## src/rtl/sinkx1_inf.sv

```systemverilog
// Receive-side sink for the datapath source link: frame lock, antenna slot
// de-interleave, window/ramp checking and saturating status counters.
module sinkx1_inf #(
    parameter int FRAME_LEN   = 4915200,
    parameter int CNT_W       = 24,
    parameter int LOCK_FRAMES = 2,
    parameter int ERR_W       = 16
) (
    input  logic             clk,
    input  logic             asy_rst,
    input  logic             i_fram_hd,
    input  logic [31:0]      i_data_iq,
    input  logic             i_ant8_sel,
    input  logic [CNT_W-1:0] i_data_start,
    input  logic [CNT_W-1:0] i_data_end,
    input  logic [1:0]       i_chk_mode,
    input  logic             i_clr,
    output logic [31:0]      o_ant_data,
    output logic [1:0]       o_ant_idx,
    output logic             o_ant_vld,
    output logic             o_fram_hd,
    output logic             o_lock,
    output logic [ERR_W-1:0] o_hd_err_cnt,
    output logic [ERR_W-1:0] o_slot_err_cnt,
    output logic [ERR_W-1:0] o_data_err_cnt,
    output logic [ERR_W-1:0] o_frame_cnt
);

    localparam logic [1:0] ST_SEARCH = 2'd0;
    localparam logic [1:0] ST_ALIGN  = 2'd1;
    localparam logic [1:0] ST_LOCK   = 2'd2;

    localparam logic [CNT_W-1:0] LAST_CYC = CNT_W'(FRAME_LEN - 1);
    localparam int               GOOD_W   = $clog2(LOCK_FRAMES + 1);
    localparam logic [GOOD_W-1:0] GOOD_TGT = GOOD_W'(LOCK_FRAMES);

    logic [1:0]        r_state;
    logic [1:0]        w_state_nxt;
    logic [CNT_W-1:0]  r_cycle_cnt;
    logic [GOOD_W-1:0] r_good_cnt;
    logic [GOOD_W-1:0] w_good_nxt;
    logic [GOOD_W-1:0] w_good_inc;
    logic [1:0]        r_slot_cnt;
    logic [1:0]        w_slot;
    logic [15:0]       r_ramp_ref;
    logic              r_ramp_seeded;
    logic [31:0]       r_ant_data;
    logic [1:0]        r_ant_idx;
    logic              r_ant_vld;
    logic              r_fram_hd;
    logic [ERR_W-1:0]  r_hd_err_cnt;
    logic [ERR_W-1:0]  r_slot_err_cnt;
    logic [ERR_W-1:0]  r_data_err_cnt;
    logic [ERR_W-1:0]  r_frame_cnt;

    logic w_locked;
    logic w_at_last;
    logic w_in_win;
    logic w_ramp_chk;
    logic w_ramp_err;
    logic w_zero_err;
    logic w_inc_frame;
    logic w_inc_hd;
    logic w_inc_slot;
    logic w_inc_data;

    function automatic logic [ERR_W-1:0] sat_inc(input logic [ERR_W-1:0] v, input logic inc);
        if (inc && (v != {ERR_W{1'b1}}))
            return v + 1'b1;
        return v;
    endfunction

    assign w_locked   = (r_state == ST_LOCK);
    assign w_at_last  = (r_cycle_cnt == LAST_CYC);
    assign w_in_win   = (i_data_start <= r_cycle_cnt) && (r_cycle_cnt <= i_data_end);
    assign w_good_inc = r_good_cnt + 1'b1;

    always_comb begin
        w_state_nxt = r_state;
        w_good_nxt  = r_good_cnt;
        w_inc_frame = 1'b0;
        w_inc_hd    = 1'b0;
        case (r_state)
            ST_SEARCH: begin
                if (i_fram_hd) begin
                    w_state_nxt = ST_ALIGN;
                    w_good_nxt  = '0;
                end
            end
            ST_ALIGN: begin
                if (i_fram_hd && w_at_last) begin
                    w_good_nxt = w_good_inc;
                    if (w_good_inc == GOOD_TGT)
                        w_state_nxt = ST_LOCK;
                end else if (i_fram_hd || w_at_last) begin
                    w_good_nxt = '0;
                end
            end
            ST_LOCK: begin
                if (i_fram_hd && w_at_last) begin
                    w_inc_frame = 1'b1;
                end else if (i_fram_hd) begin
                    w_inc_hd    = 1'b1;
                    w_state_nxt = ST_ALIGN;
                    w_good_nxt  = '0;
                end else if (w_at_last) begin
                    w_inc_hd    = 1'b1;
                    w_state_nxt = ST_SEARCH;
                    w_good_nxt  = '0;
                end
            end
            default: begin
                w_state_nxt = ST_SEARCH;
                w_good_nxt  = '0;
            end
        endcase
    end

    // Marker forces slot 0 this cycle; the counter then free-runs from 1.
    assign w_slot     = i_ant8_sel ? 2'd0 : r_slot_cnt;
    assign w_inc_slot = w_locked && i_ant8_sel && (r_slot_cnt != 2'd0);

    assign w_ramp_chk = w_locked && w_in_win;
    assign w_ramp_err = i_chk_mode[0] && w_ramp_chk && r_ramp_seeded &&
                        ((i_data_iq[31:16] != i_data_iq[15:0]) ||
                         (i_data_iq[15:0] != r_ramp_ref + 16'd1));
    assign w_zero_err = i_chk_mode[1] && w_locked && !w_in_win && (i_data_iq != 32'd0);
    assign w_inc_data = w_ramp_err || w_zero_err;

    always_ff @(posedge clk or posedge asy_rst) begin
        if (asy_rst) begin
            r_state     <= ST_SEARCH;
            r_good_cnt  <= '0;
            r_cycle_cnt <= '0;
            r_slot_cnt  <= 2'd0;
        end else begin
            r_state     <= w_state_nxt;
            r_good_cnt  <= w_good_nxt;
            r_cycle_cnt <= (i_fram_hd || w_at_last) ? '0 : r_cycle_cnt + 1'b1;
            r_slot_cnt  <= w_slot + 2'd1;
        end
    end

    // The seed flag drops at every frame boundary so the first in-window sample only primes the reference.
    always_ff @(posedge clk or posedge asy_rst) begin
        if (asy_rst) begin
            r_ramp_ref    <= 16'd0;
            r_ramp_seeded <= 1'b0;
        end else begin
            if (w_ramp_chk)
                r_ramp_ref <= i_data_iq[15:0];
            if (i_fram_hd || w_at_last)
                r_ramp_seeded <= 1'b0;
            else if (w_ramp_chk)
                r_ramp_seeded <= 1'b1;
        end
    end

    always_ff @(posedge clk or posedge asy_rst) begin
        if (asy_rst) begin
            r_ant_data <= 32'd0;
            r_ant_idx  <= 2'd0;
            r_ant_vld  <= 1'b0;
            r_fram_hd  <= 1'b0;
        end else begin
            r_ant_data <= i_data_iq;
            r_ant_idx  <= w_slot;
            r_ant_vld  <= w_locked && w_in_win;
            r_fram_hd  <= i_fram_hd && (w_state_nxt == ST_LOCK);
        end
    end

    always_ff @(posedge clk or posedge asy_rst) begin
        if (asy_rst) begin
            r_hd_err_cnt   <= '0;
            r_slot_err_cnt <= '0;
            r_data_err_cnt <= '0;
            r_frame_cnt    <= '0;
        end else if (i_clr) begin
            r_hd_err_cnt   <= '0;
            r_slot_err_cnt <= '0;
            r_data_err_cnt <= '0;
            r_frame_cnt    <= '0;
        end else begin
            r_hd_err_cnt   <= sat_inc(r_hd_err_cnt, w_inc_hd);
            r_slot_err_cnt <= sat_inc(r_slot_err_cnt, w_inc_slot);
            r_data_err_cnt <= sat_inc(r_data_err_cnt, w_inc_data);
            r_frame_cnt    <= sat_inc(r_frame_cnt, w_inc_frame);
        end
    end

    assign o_ant_data     = r_ant_data;
    assign o_ant_idx      = r_ant_idx;
    assign o_ant_vld      = r_ant_vld;
    assign o_fram_hd      = r_fram_hd;
    assign o_lock         = w_locked;
    assign o_hd_err_cnt   = r_hd_err_cnt;
    assign o_slot_err_cnt = r_slot_err_cnt;
    assign o_data_err_cnt = r_data_err_cnt;
    assign o_frame_cnt    = r_frame_cnt;

endmodule
```

## config.mk

```make
export PLATFORM = sky130hd
export DESIGN_NAME = sinkx1_inf
export DESIGN_NICKNAME = d
export VERILOG_FILES = /design/src/rtl/sinkx1_inf.sv
export SDC_FILE = /design/constraint.sdc
export NUM_CORES = 1
export LEC_CHECK = 0
export BUFFER_PORTS_ARGS = -buffer_cell sky130_fd_sc_hd__buf_2
export CORE_MARGIN = 2
export CORE_UTILIZATION = 40
export CTS_CLUSTER_DIAMETER = 80
export DETAILED_ROUTE_END_ITERATION = 12
export PLACE_DENSITY = 0.62
export SLEW_MARGIN = 20
export SYNTH_ARGS = -nofsm -noshare
export SYNTH_HDL_FRONTEND = slang
export SYNTH_SLANG_ARGS = --single-unit
```

## constraint.sdc

```tcl
create_clock -name clk -period 10.6 [get_ports clk]
set_input_delay 0.53 -clock clk [delete_from_list [all_inputs] [get_ports clk]]
set_output_delay 0.53 -clock clk [all_outputs]
set_load 0.1 [all_outputs]
```

Word-level counts from Yosys, hierarchy flattened
Index checks and enable logic that the tools add are counted.

operators by class
  magnitude comparators = 2
  eq/ne operators = 15
  reduce and logical (&&, ||, !) cells = 29
  add/subtract/negate cells = 8
  multiplexer cells = 44

operators by type and width
  kind                                                    count
  2-to-1 mux 16 bit                                       12
  adder 16 x 1 -> 16 bit (second input constant)          5
  inequality test 16 bit (second input constant)          4
  <= comparator 24 bit                                    2
  inequality test 16 bit                                  2
  nonzero test 32 bit                                     1
  2-to-1 mux 2 bit                                        13
  adder 24 x 1 -> 24 bit (second input constant)          1
  equality test 24 x 23 -> 1 bit (second input constant)  1
  2-to-1 mux 24 bit                                       1
  logical AND 1 bit                                       16
  2-to-1 mux 1 bit                                        16
  one-hot mux 2 bit (3 select lines)                      2
  nonzero test 2 bit                                      6
  equality test 2 bit (second input constant)             3
  adder 2 x 1 -> 2 bit (second input constant)            2
  inequality test 2 bit (second input constant)           2
  AND reduction 4 bit                                     1
  logical OR 1 bit                                        3
  inequality test 3 x 2 -> 1 bit (second input constant)  1
  inequality test 3 bit (second input constant)           1
  equality test 2 x 1 -> 1 bit (second input constant)    1
  zero test 2 bit                                         1
  zero test 1 bit                                         1

storage, ports and cells
  logic and storage cells = 112
  flip-flop bits (word level) = 147
  bits of input ports = 87
  output and inout port bits = 101

Logic depth before layout (Yosys ltp)
  depth after elaboration = 12
  mapped depth = 13
  depth with buffers taken out = 13

Worst setup path after synthesis
Ideal clock, no wire load.

  kind = reg-to-reg
  from = register r_cycle_cnt[0]
  to = register r_frame_cnt[13] (netlist: o_frame_cnt[13])
  data required time = 10526 ps
  stages on the path, launching flop included = 14
  arrival time = 3314 ps
  setup slack = 7212 ps
  setup time = 74 ps
  buffers on the path = 0
  period minus slack after synthesis = 3388 ps
  path through = dfrtp_1 -> ha_1 -> nand3_1 -> or4_1 -> nor3_1 -> ha_1 -> nand3b_1 -> a41oi_1 -> and3_1 -> and3_1 -> and3_1 -> nand3_1 -> xor2_1 -> nor2_1

between the ends
  longest elaborated chain between the ends = 8

RTL lines
  what                                 RTL line  text
  start, declared                      39        logic [CNT_W-1:0] r_cycle_cnt;
  start signal, assigned               139       r_cycle_cnt <= (i_fram_hd || w_at_last) ? '0 : r_cycle_cnt + 1'b1;
  equality test 24 x 23 -> 1 bit       74        assign w_at_last = (r_cycle_cnt == LAST_CYC);
  logical AND 1 bit                    100       if (i_fram_hd && w_at_last) begin
  2-to-1 mux 1 bit                     100
  2-to-1 mux 1 bit                     83        case (r_state)
  logical AND 1 bit                    68        if (inc && (v != {ERR_W{1'b1}}))
  2-to-1 mux 1 bit                     68
  2-to-1 mux 1 bit                     179       end else if (i_clr) begin
  nonzero test 2 bit (no source line)  n/a
  end signal, assigned                 188       r_frame_cnt <= sat_inc(r_frame_cnt, w_inc_frame);
  end, declared                        54        logic [ERR_W-1:0] r_frame_cnt;

Every way passes these cells. The select of a mux whose other input is x is not followed.
A chain may end at the register's enable or synchronous reset.

Final worst setup path
  from = register r_cycle_cnt[1]
  to = register r_frame_cnt[13] (netlist: o_frame_cnt[13])

Same word-level chain as after synthesis.

==> impl_metrics.tcl <==
set metrics [dict create \
    gr-usage-met3 0.0398 \
    netlist_instances 897 \
    antenna_found_initial 0 \
    initial_core_util 0.409 \
    top_usage_layer "met2" \
    routedWlPerCell_um 15.7 \
    use_met2 0.308 \
    fp.dieArea_sq_um 22700 \
    fin_worst_skew_ns 0.00834 \
    cp-end-kind "register" \
    arrival_ns 4.36 \
    crit_top_cell "and3_1" \
    clk_pin_slew_ns 0.06 \
    timing.final.crit_period_ns 4.08 \
    clk_latency_ns 0.42 \
    rows 53 \
    finalSetupViolCount 0 \
    r2r-end "o_frame_cnt[13]" \
    nets 1227 \
    grtUsageMet1 0.271 \
    r2r-start "r_cycle_cnt[1]" \
    p_leak_nw 4.96 \
    grt_pass1_vias 6720 \
    drtPass1Iterations 4 \
    path_depth 13 \
    ys_ff_latch 147 \
    cp_slowest_stage_delay_ns 0.61 \
    place_congestion 0.830 \
    grt_overflow 0 \
    slowest_stage "or4_1" \
    critPathBufInv 0 \
    fmax_ghz 0.245 \
    final-max-slew-violation-count 0 \
    syn_nets 1042 \
    synth_area_sq_um 8620 \
    clockRootBuffer "clkbuf_16" \
    cts_max_path_buffers 2 \
    hold_buffers 0 \
    h-tree-depth 4 \
    numCtsBuffers 17 \
    synth.area.top_cells "dfrtp_1 (43%), ha_1 (8.4%), xnor2_1 (5.7%)" \
    crit_family "simple AND/OR/NAND/NOR gates" \
    cp-startpoint "r_cycle_cnt[1]" \
    fin_crit_sh 0.385 \
    hold_violations 0 \
    ant_nets 0 \
    cp-start-kind "register" \
    synth_top_area_cell "dfrtp_1" \
    cts_resized 0 \
    rsz0062_at_grt "no" \
    rrSetupSlack_ns 6.52 \
    vias 7064 \
    synth_top_area_frac 0.427 \
    synthArstFlopShare 1.00 \
    tns_ns 0 \
    grt_first_pass_wirelength_um 34900 \
    postSynthAreaPerCell_sq_um 9.61 \
    vias_per_cell 5.16 \
    die_y_um 151 \
    syn_to_final_growth_pct 21.8 \
    crit_chain "ha_1, nand3_1, or4_1, nor3_1, ha_1, nand3b_1, a41oi_1, and3_1, and3_1, and3_1, nand3_1, xor2_1, nor2_1" \
    hp-class "in2async" \
    irDropWorstVdd_uv 104 \
    synth_edf_count 0 \
    ff2ff_path_depth 13 \
    endpoint "o_frame_cnt[13]" \
    synthFlopType "dfrtp_1" \
    powerDensity_nw_per_um2 134 \
    numPortBuffers 187 \
    dp.final_hpwl_um 16100 \
    worstPathMaxFanout 7 \
    ys_warn_count 0 \
    synth_cell_types 60 \
    die_x_um 151 \
    drc 0 \
    cts_tree "built" \
    crit_type "reg2reg" \
    worstPathRequired_ns 10.88 \
    tightest_slew_ns 1.05 \
    grt_usage 0.195 \
    cap_viol_max_count 0 \
    ioPinCount 188 \
    core_sq_um 21100 \
    grt_start_max_net_pins 78 \
    diodes 0 \
    layout-drive-gt1-share 0.243 \
    drt_iter0_markers 421 \
    outcome "finished clean" \
    routed_wl_um 21600 \
    fin_util 0.498 \
    cts_num_sinks 147 \
    cts_setup_buffers 0 \
    yosysSeqAreaShare 0.427 \
    slew_headroom 0.299 \
]
-- cells by family (layout without fill, tap and decap cells) --
group | Yosys count | in the layout | synth area share
multiplexers | 38 | 38 | 0.0488
AND/OR/NAND/NOR | 360 | 360 | 0.219
AO/OA/AOI/OAI | 108 | 108 | 0.0829
flip-flops | 147 | 147 | 0.427
XOR/XNOR | 96 | 96 | 0.0976
adder cells (fa/ha/maj) | 58 | 58 | 0.0842
buffers and inverters | 90 | 288 | 0.0404
-- routing by layer --
metal,wire [um],share of wire,vias up
li1,-,-,3518
met1,10000,0.46,3369
met2,10100,0.47,151
met3,984,0.046,26
met4,435,0.020,0
met5,0,0,-
-- synthesized netlist by cell type, types with 6 or more instances --
cell type / number
dfrtp_1: 147
nor2_1: 95
inv_1: 65
ha_1: 58
xnor2_1: 56
nand2_1: 46
xor2_1: 40
nand3_1: 38
nand4_1: 32
o21ai_0: 31
and2_1: 30
mux2_2: 30
a21oi_1: 26
nor3_1: 24
clkbuf_1: 20
nor2b_1: 19
nor4_1: 17
and4_1: 13
and3_1: 12
or3_1: 10
o211ai_1: 8
mux2i_1: 6
-- cell usage in the layout (no fill, tap or decap), types with 10 or more instances in the layout --
| master | netlist | layout |
|---|---|---|
| a21oi_1 | 26 | 26 |
| nor2_1 | 95 | 95 |
| clkbuf_16 | 0 | 17 |
| nand3_1 | 38 | 38 |
| nand2_1 | 46 | 46 |
| xnor2_1 | 56 | 56 |
| or3_1 | 10 | 10 |
| xor2_1 | 40 | 40 |
| and3_1 | 12 | 12 |
| o21ai_0 | 31 | 31 |
| nor2b_1 | 19 | 19 |
| nor3_1 | 24 | 24 |
| dfrtp_1 | 147 | 147 |
| nand4_1 | 32 | 32 |
| nor4_1 | 17 | 17 |
| buf_2 | 2 | 187 |
| and2_1 | 30 | 30 |
| mux2_2 | 30 | 30 |
| and4_1 | 13 | 13 |
| inv_1 | 65 | 64 |
| ha_1 | 58 | 58 |
-- worst min-delay path by stage --
stage | from | end
2_1_floorplan | r_ramp_seeded | r_ramp_seeded
3_5_place_dp | r_good_cnt[1] | r_good_cnt[1]
5_1_grt | i_data_iq[30] | o_ant_data[30]
4_1_cts | i_data_iq[21] | o_ant_data[21]
6_report | asy_rst | o_slot_err_cnt[6]
3_3_place_gp | r_slot_cnt[0] | r_slot_cnt[0]
-- stage by stage --
step | cell area, sq um | instances | setup slack, ns | power (mW) | hold WS, ns
floorplan | 8620 | 897 | 6.12 | 0.682 | 0.464
global placement | 9820 | 1338 | 6.72 | 0.729 | 0.485
detailed placement | 9820 | 1338 | 6.48 | 0.730 | 0.497
CTS | 10500 | 1370 | 6.48 | 1.42 | 0.234
global route | 10500 | 1370 | 6.15 | 1.46 | 0.238
finish | 10500 | 1370 | 6.52 | 1.40 | 0.216
-- state kept, by name, indices dropped and copies added, names as in the netlist --
name and flops:
o_hd_err_cnt 16, r_ramp_ref 16, o_data_err_cnt 16, r_state 2
r_cycle_cnt 24, r_good_cnt 2, o_ant_vld 1, o_frame_cnt 16
r_slot_cnt 2, o_ant_idx 2, o_fram_hd 1, r_ramp_seeded 1
o_slot_err_cnt 16, o_ant_data 32
-- power by group --
group | switching, mW | total, mW | internal [mW]
sequential | 0.00386 | 0.573 | 0.569
combinational | 0.108 | 0.145 | 0.0373
clock | 0.258 | 0.684 | 0.425
-- layout make-up --
type / count / area, sq um
clock inverters: 15 / 241
multi-input cells: 660 / 4600
inverters: 66 / 253
well taps: 275 / 344
flip-flops and latches: 147 / 3680
clock buffers: 17 / 425
fillers: 2045 / 10600
repair buffers: 190 / 958
Power figures use the tool's default switching activity.
